<file path="config.mk">
export PLATFORM = sky130hd
export DESIGN_NAME = fetch_redirect_unit
export DESIGN_NICKNAME = d
export VERILOG_FILES = /design/src/rtl/fetch_redirect_unit_pkg.sv /design/src/rtl/fetch_drop_counter.sv /design/src/rtl/fetch_redirect_unit.sv
export SDC_FILE = /design/constraint.sdc
export NUM_CORES = 1
export LEC_CHECK = 0
export BUFFER_PORTS_ARGS = -buffer_cell sky130_fd_sc_hd__buf_2
export CAP_MARGIN = 20
export CORE_MARGIN = 5
export CORE_UTILIZATION = 46
export CTS_BUF_LIST = sky130_fd_sc_hd__clkbuf_2 sky130_fd_sc_hd__clkbuf_4 sky130_fd_sc_hd__clkbuf_8
export DETAILED_ROUTE_END_ITERATION = 10
export PLACE_DENSITY = 0.84
export SYNTH_ARGS = -nofsm -noshare
export SYNTH_HDL_FRONTEND = slang
export SYNTH_HIERARCHICAL = 1
export SYNTH_SLANG_ARGS = --single-unit
</file>
<file path="constraint.sdc">
create_clock -name clk_i -period 1.9 [get_ports clk_i]
set_input_delay 0.19 -clock clk_i [delete_from_list [all_inputs] [get_ports clk_i]]
set_output_delay 0.19 -clock clk_i [all_outputs]
set_load 0.02 [all_outputs]
</file>
<file path="src/rtl/fetch_redirect_unit_pkg.sv">
// Shared definitions for the fetch redirect unit: default PC constants, instruction size and the
// fetch FSM state encoding.
package fetch_redirect_unit_pkg;

   localparam logic [31:0] DefaultResetPc = 32'h0000_0000;
   localparam logic [31:0] DefaultMtvec   = 32'h0000_0100;
   localparam int unsigned InstrBytes     = 4;

   typedef enum logic [1:0] {
      StBoot,
      StRun,
      StDrain
   } fetch_state_t;

endpackage

</file>
<file path="src/rtl/fetch_drop_counter.sv">
// Wrong-path response drop counter. Loads Latency on a redirect, then counts down once per
// instruction-memory response until every response issued before the redirect has drained.
//
// Ports:
//   clk_i        clock
//   reset_i      synchronous active-high reset (clears any pending drops)
//   load_i       redirect this cycle: reload the counter with Latency
//   resp_valid_i instruction-memory response valid this cycle
//   zero_o       no responses left to drop
module fetch_drop_counter #(
   parameter int unsigned Latency = 1
) (
   input  logic clk_i,
   input  logic reset_i,
   input  logic load_i,
   input  logic resp_valid_i,
   output logic zero_o
);

   localparam int unsigned CntW = $clog2(Latency + 1);

   logic [CntW-1:0] cnt_d, cnt_q;

   // A reload on a back-to-back redirect replaces the count rather than accumulating it: only
   // responses to addresses issued before the newest redirect are still wrong-path.
   always_comb begin
      cnt_d = cnt_q;
      if (load_i) begin
         cnt_d = CntW'(Latency);
      end else if ((cnt_q != '0) && resp_valid_i) begin
         cnt_d = cnt_q - CntW'(1);
      end
   end

   always_ff @(posedge clk_i) begin
      if (reset_i) begin
         cnt_q <= '0;
      end else begin
         cnt_q <= cnt_d;
      end
   end

   assign zero_o = (cnt_q == '0);

endmodule

</file>
<file path="src/rtl/fetch_redirect_unit.sv">
// Fetch-side PC owner. Issues fetch addresses, redirects on a taken branch/jump resolved in EX,
// flushes IF/ID and ID/EX on the redirect edge and suppresses wrong-path memory responses.
//
// Optional build macro MISALIGN_TRAP_EN: a taken target with nonzero low bits sends the PC to
// MTVEC and pulses misalign_trap_o. Without it the low target bits are ignored and
// misalign_trap_o is tied low.
//
// Ports:
//   clk_i, reset_i       clock, synchronous active-high reset
//   stall_i              hazard hold: keep PC and re-issue the same address
//   ex_valid_i           EX holds a valid instruction
//   ex_is_branch_i       EX instruction is a conditional branch
//   ex_is_jump_i         EX instruction is JAL/JALR
//   branch_i             branch condition result
//   ex_target_i          branch/jump target from EX
//   imem_resp_valid_i    instruction-memory response valid
//   pc_o                 current fetch address
//   imem_req_o           fetch request strobe
//   fetch_valid_o        response is on the correct path
//   flush_if_id_o        clear IF/ID this edge
//   flush_id_ex_o        clear ID/EX this edge
//   redirect_taken_o     registered one-cycle pulse per redirect
//   misalign_trap_o      registered misaligned-target trap pulse
module fetch_redirect_unit
   import fetch_redirect_unit_pkg::*;
#(
   parameter logic [31:0] RESET_PC     = DefaultResetPc,
   parameter int unsigned IMEM_LATENCY = 1,
   parameter logic [31:0] MTVEC        = DefaultMtvec
) (
   input  logic        clk_i,
   input  logic        reset_i,
   input  logic        stall_i,
   input  logic        ex_valid_i,
   input  logic        ex_is_branch_i,
   input  logic        ex_is_jump_i,
   input  logic        branch_i,
   input  logic [31:0] ex_target_i,
   input  logic        imem_resp_valid_i,
   output logic [31:0] pc_o,
   output logic        imem_req_o,
   output logic        fetch_valid_o,
   output logic        flush_if_id_o,
   output logic        flush_id_ex_o,
   output logic        redirect_taken_o,
   output logic        misalign_trap_o
);

   fetch_state_t state_d, state_q;
   logic [31:0]  pc_d, pc_q;
   logic [31:0]  redirect_pc;
   logic         take;
   logic         drop_zero;
   logic         redirect_taken_q;

   assign take = ex_valid_i & (ex_is_jump_i | (ex_is_branch_i & branch_i));

   // Flushes are combinational so the pipeline registers clear on the same edge the PC loads.
   assign flush_if_id_o = take;
   assign flush_id_ex_o = take;

`ifdef MISALIGN_TRAP_EN
   logic misaligned;
   logic misalign_trap_q;

   assign misaligned  = (ex_target_i[1:0] != 2'b00);
   assign redirect_pc = misaligned ? MTVEC : {ex_target_i[31:2], 2'b00};

   always_ff @(posedge clk_i) begin
      if (reset_i) begin
         misalign_trap_q <= 1'b0;
      end else begin
         misalign_trap_q <= take & misaligned;
      end
   end

   assign misalign_trap_o = misalign_trap_q;
`else
   logic unused_trap_cfg;

   assign redirect_pc     = {ex_target_i[31:2], 2'b00};
   assign misalign_trap_o = 1'b0;
   assign unused_trap_cfg = ^{ex_target_i[1:0], MTVEC};
`endif

   // BOOT issues no request, so the PC is not advanced there; the first RUN cycle fetches
   // RESET_PC.
   always_comb begin
      pc_d = pc_q;
      if (take) begin
         pc_d = redirect_pc;
      end else if (!stall_i && (state_q != StBoot)) begin
         pc_d = pc_q + 32'(InstrBytes);
      end
   end

   always_comb begin
      state_d    = state_q;
      imem_req_o = 1'b0;
      unique case (state_q)
         StBoot: begin
            state_d = StRun;
         end
         StRun: begin
            imem_req_o = 1'b1;
            if (take) begin
               state_d = StDrain;
            end
         end
         StDrain: begin
            imem_req_o = 1'b1;
            if (!take && drop_zero) begin
               state_d = StRun;
            end
         end
         default: begin
            state_d = StBoot;
         end
      endcase
   end

   always_ff @(posedge clk_i) begin
      if (reset_i) begin
         state_q          <= StBoot;
         pc_q             <= RESET_PC;
         redirect_taken_q <= 1'b0;
      end else begin
         state_q          <= state_d;
         pc_q             <= pc_d;
         redirect_taken_q <= take;
      end
   end

   fetch_drop_counter #(
      .Latency (IMEM_LATENCY)
   ) u_drop_counter (
      .clk_i        (clk_i),
      .reset_i      (reset_i),
      .load_i       (take),
      .resp_valid_i (imem_resp_valid_i),
      .zero_o       (drop_zero)
   );

   assign pc_o             = pc_q;
   assign redirect_taken_o = redirect_taken_q;
   assign fetch_valid_o    = imem_resp_valid_i & drop_zero & ~take;

endmodule
</file>
Word-level counts from Yosys, hierarchy flattened
Cells that the tools add are included.

word-level totals
  bits in registers = 36
  latch bits = 0
  RAM bits = 0
  bits in read-only memories = 0
  logic and storage cells = 38
  memories = 0

operators by class
  add/sub/neg operators = 2
  $mul = 0
  div/mod/pow operators = 0
  $lt $le $gt $ge = 0
  equal/unequal tests = 4
  shift-type cells = 0
  muxes and demuxes = 8
  bitwise gates (word level) = 7
  reduce and logical (&&, ||, !) cells = 12

operator list
  kind                                                 number
  2-to-1 mux 32 bit                                    2
  adder 32 x 3 -> 32 bit, second input constant        1
  one-hot mux 2 bit (3 select lines)                   1
  nonzero test 2 bit                                   3
  AND 1 bit                                            4
  2-to-1 mux 2 bit                                     2
  inequality test 2 bit, second input constant         2
  OR reduction 2 bit                                   2
  logical AND 1 bit                                    3
  2-to-1 mux 1 bit                                     3
  equality test 2 x 1 -> 1 bit, second input constant  1
  equality test 2 bit, second input constant           1
  zero test 1 bit                                      2
  zero test 2 bit                                      1
  inverter 1 bit                                       2
  AND reduction 2 bit                                  1
  bitwise OR 1 bit                                     1
  subtractor 1 bit, second input constant              1

Longest topological paths before layout
  depth in word-level cells = 7
  depth in mapped cells = 8
  gate-level depth less buffers = 6

Cells and area by module
The synthesis kept the hierarchy.

by module, submodules not included
  module               times used  cells each  area each (um^2)  sequential area each (um^2)
  fetch_redirect_unit  1           260         2110.8            660.6
  fetch_drop_counter   1           5           42.5              20.0

Worst setup path after synthesis
Ideal clock, no wire load.

  kind = reg2reg
  from = register state_q[0]
  to = register pc_q[26] (netlist: pc_o[26])
  arrival time = 1812 ps
  path slack = -3 ps
  cell stages (with the launch flop) = 7
  path buffers = 0
  period minus slack after synthesis = 1903 ps
  cell sequence = dfxtp_1 -> inv_1 -> ha_1 -> and4bb_2 -> nand4_4 -> or4_1 -> a311oi_1

between the ends
  word-level cells in the longest chain between the ends = 3

ends and longest elaborated chain
  what                          line                        text
  start: declaration            fetch_redirect_unit.sv:49   fetch_state_t state_d, state_q;
  start signal: assignment      fetch_redirect_unit.sv:124  state_q <= StBoot;
  start signal: assignment      fetch_redirect_unit.sv:128  state_q <= state_d;
  nonzero test 2 bit            fetch_redirect_unit.sv:92   end else if (!stall_i && (state_q != StBoot)) begin
  logical AND 1 bit             fetch_redirect_unit.sv:92
  nonzero test 2 bit (no line)  n/a
  end signal: assignment        fetch_redirect_unit.sv:129  pc_q <= pc_d;
  end: declaration              fetch_redirect_unit.sv:50   logic [31:0] pc_d, pc_q;

No other way between the ends.
A chain may end at the register's enable or synchronous reset.

Final worst setup path
Ends and elaborated chain as after synthesis.

==> results.yml <==
route:
  vias: 2283
  antenna_left: 0
  routed_wire_length_per_instance_um: 15.1
  routed_wirelength_um: 5900
  dr.first_iter.drc_count: 139
  vias_per_cell: 5.84
  drc_errors: 0
  drtPass1Iterations: 4
yosys:
  synth_edf_count: 0
  synth-adder-area-share_pct: 2.32
  post_synth_instance_area_um2: 2150
  synth-compound-area-share_pct: 21.2
  post-synth-top-area-cell: "dfxtp_1"
  synth_top_flop_cell: "dfxtp_1"
  synthDistinctLibCells: 56
  post_synth_xor_area_fraction_pct: 4.47
  postSynthRegisterBits: 34
  synth_async_sr_flop_share_pct: 0
  synth_top_cells_by_area: "dfxtp_1, a211oi_1, nand4_1"
  post_synth_top_area_share_pct: 31.6
  synth.area.mux_share_pct: 0
  synth_top_family_by_area: "simple AND/OR/NAND/NOR gates"
  synthSimpleGateAreaFrac_pct: 32.0
  yosysWarnings: 6
  netlist_top_cells_count: "dfxtp_1, nor2_1, nand3_1"
  gate_count_after_technology_mapping: 265
  seq_area_frac_synth_pct: 31.6
  synthesis.area_per_instance_um2: 8.13
  post-synth-top-count-cell: "dfxtp_1"
cells_and_area:
  finalCoreUtilization_pct: 61.7
  num-fill-cells: 414
  drive_above_1_share_pct: 35.4
  synthToLayoutAreaGrowth_pct: 27.3
  antenna_cells_inserted: 0
  num-nets-final: 382
critical_path:
  setup.reg_to_reg.worst_slack_ns: 0.07
  critical_path_required_ns: 2.10
  path_class: "reg2reg"
  critPathLaunchType: "flop"
  critPathCaptureType: "flop"
  crit_fanout: 7
  critPathArrivalTime_ns: 2.03
timing:
  finalClockSkew_ns: 0.00990
  unrepaired_setup_endpoints_after_global_routing: "yes"
  setup-tns-final_ns: 0
  hold_violations: 0
  max_slew_violation_total_from_the_final_report: 0
  final_period_minus_worst_setup_slack_ns: 1.83
  fin_crit_sh_pct: 96.5
  achievable-frequency_ghz: 0.545
  timing.final.setup_violations: 0
  whs_ns: 0.138
cts:
  clockBufferDepth: 2
  tritoncts: "done"
  clkTransAtPathRegs_ns: 0.07
  clkSinkCount: 34
  insertion_delay_ns: 0.28
  clock_tree.htree_level_count: 2
  tritoncts.num_buffers: 5
  clock_root_buffer: "clkbuf_8"
  cts.hold.buffers_added: 0
worst_hold_path:
  timing.hold.worst.class: "in2reg"
grt:
  grt_antenna_before_repair: 0
  grt_use_met2_pct: 33.6
  grt_pass1_vias: 2194
  wire_length_of_the_first_global_routing_pass_um: 9830
  globalRouteMet1Util_pct: 23.6
  grt.busiest_layer: "met2"
  grt_max_degree: 57
  globalRouteTotalUtil_pct: 19.1
  grt.overflow.total: 0
  grt_util_met3_pct: 5.03
place:
  placement.io_buffers: 72
  hpwl_um: 4290
  gp_congestion: 0.883
pwr:
  pwr_density_cell_nw_per_um2: 671
  peakVddDrop_v: 0.000497
  p_leak_nw: 1.12
die:
  row_count: 24
  floorplan.initialDensity_pct: 48.5
  ioPinCount: 78
  die_h_um: 78.4
  coreArea_um2: 4440
  die_area_um2: 6150
  chipWidth_um: 78.4
outcome:
  run_status: "finished, final reports clean"
job:
  timing.max_cap.violations: 0
## registers in the layout, summed over array words and instances, names as in the netlist
register	count
state_q	2
pc_o	30
u_drop_counter/cnt_q	1
redirect_taken_o	1
## per-layer routing
layer  up-vias  wire length (um)
li1       1155                 -
met5         -                 0
met4         0                29
met3         4               459
met1      1038              2540
met2        86              2880
## kinds of logic after synthesis
family	count (synthesis)
simple gates	122
compound gates	58
buf+inv	35
flops	34
xor+xnor	11
fa+ha+maj	4
other cells	1
## path summary, 6_finish.rpt
path / start / to / cells after the start
hold / removal: ex_target_i[24] / pc_o[24] / 3
setup reg to reg: state_q[0] / pc_o[26] / 6
hold reg to reg: u_drop_counter/cnt_q / u_drop_counter/cnt_q / 2
setup / recovery: state_q[0] / pc_o[26] / 6
## cell usage in the layout (no fill, tap or decap), types with 4 or more instances in the layout
master / n
inv_1: 10
and2_1: 4
o21ai_0: 5
nand4_1: 18
nand2_1: 16
xor2_1: 8
buf_4: 15
nand3_1: 19
a311oi_1: 8
nor2_1: 30
dfxtp_1: 32
a211oi_1: 17
buf_2: 72
clkbuf_8: 6
## layout make-up
| cell class | instances | area, um^2 | area share (%) |
|---|---|---|---|
| Multi-Input combinational cell | 198 | 1360 | 49.7 |
| Sequential cell | 34 | 683 | 24.9 |
| Timing Repair Buffer | 88 | 493 | 18.0 |
| Clock buffer | 7 | 90.1 | 3.29 |
| Tap cell | 52 | 65.1 | 2.37 |
| Inverter | 11 | 41.3 | 1.51 |
| Clock inverter | 1 | 5.00 | 0.183 |
## metrics by stage
stage	setup slack, ns	cells	cell area [um^2]	total power [mW]
after global routing	-0.0291	391	2740	1.93
after CTS	0.000454	391	2680	1.84
after detailed placement	-0.0352	381	2570	1.27
after floorplan	0.0343	267	2160	1.11
after global placement	0.00563	381	2570	1.26
final	0.0662	391	2740	1.84
## critical path, cell delays in order (launching register included)
cell and delay (ns):
dfxtp_2 0.33, inv_1 0.05, ha_2 0.19, and4bb_2 0.34, nand4_4 0.13, or4_4 0.44
a311oi_2 0.27
## report_power, final
group | total (mW) | switching, mW | leakage, nW | internal, mW
registers | 0.839 | 0.0675 | 0.282 | 0.772
clock network | 0.566 | 0.260 | 0.0517 | 0.307
logic | 0.433 | 0.253 | 0.787 | 0.180
## repair_timing
action,4_1_cts,5_1_grt
hold endpoints to repair,0,0
setup buffers,2,0
gates resized for setup,1,15
setup endpoints to repair,4,10
pin swaps,3,4
gates cloned,0,0
(Power assumes the default switching activity.)
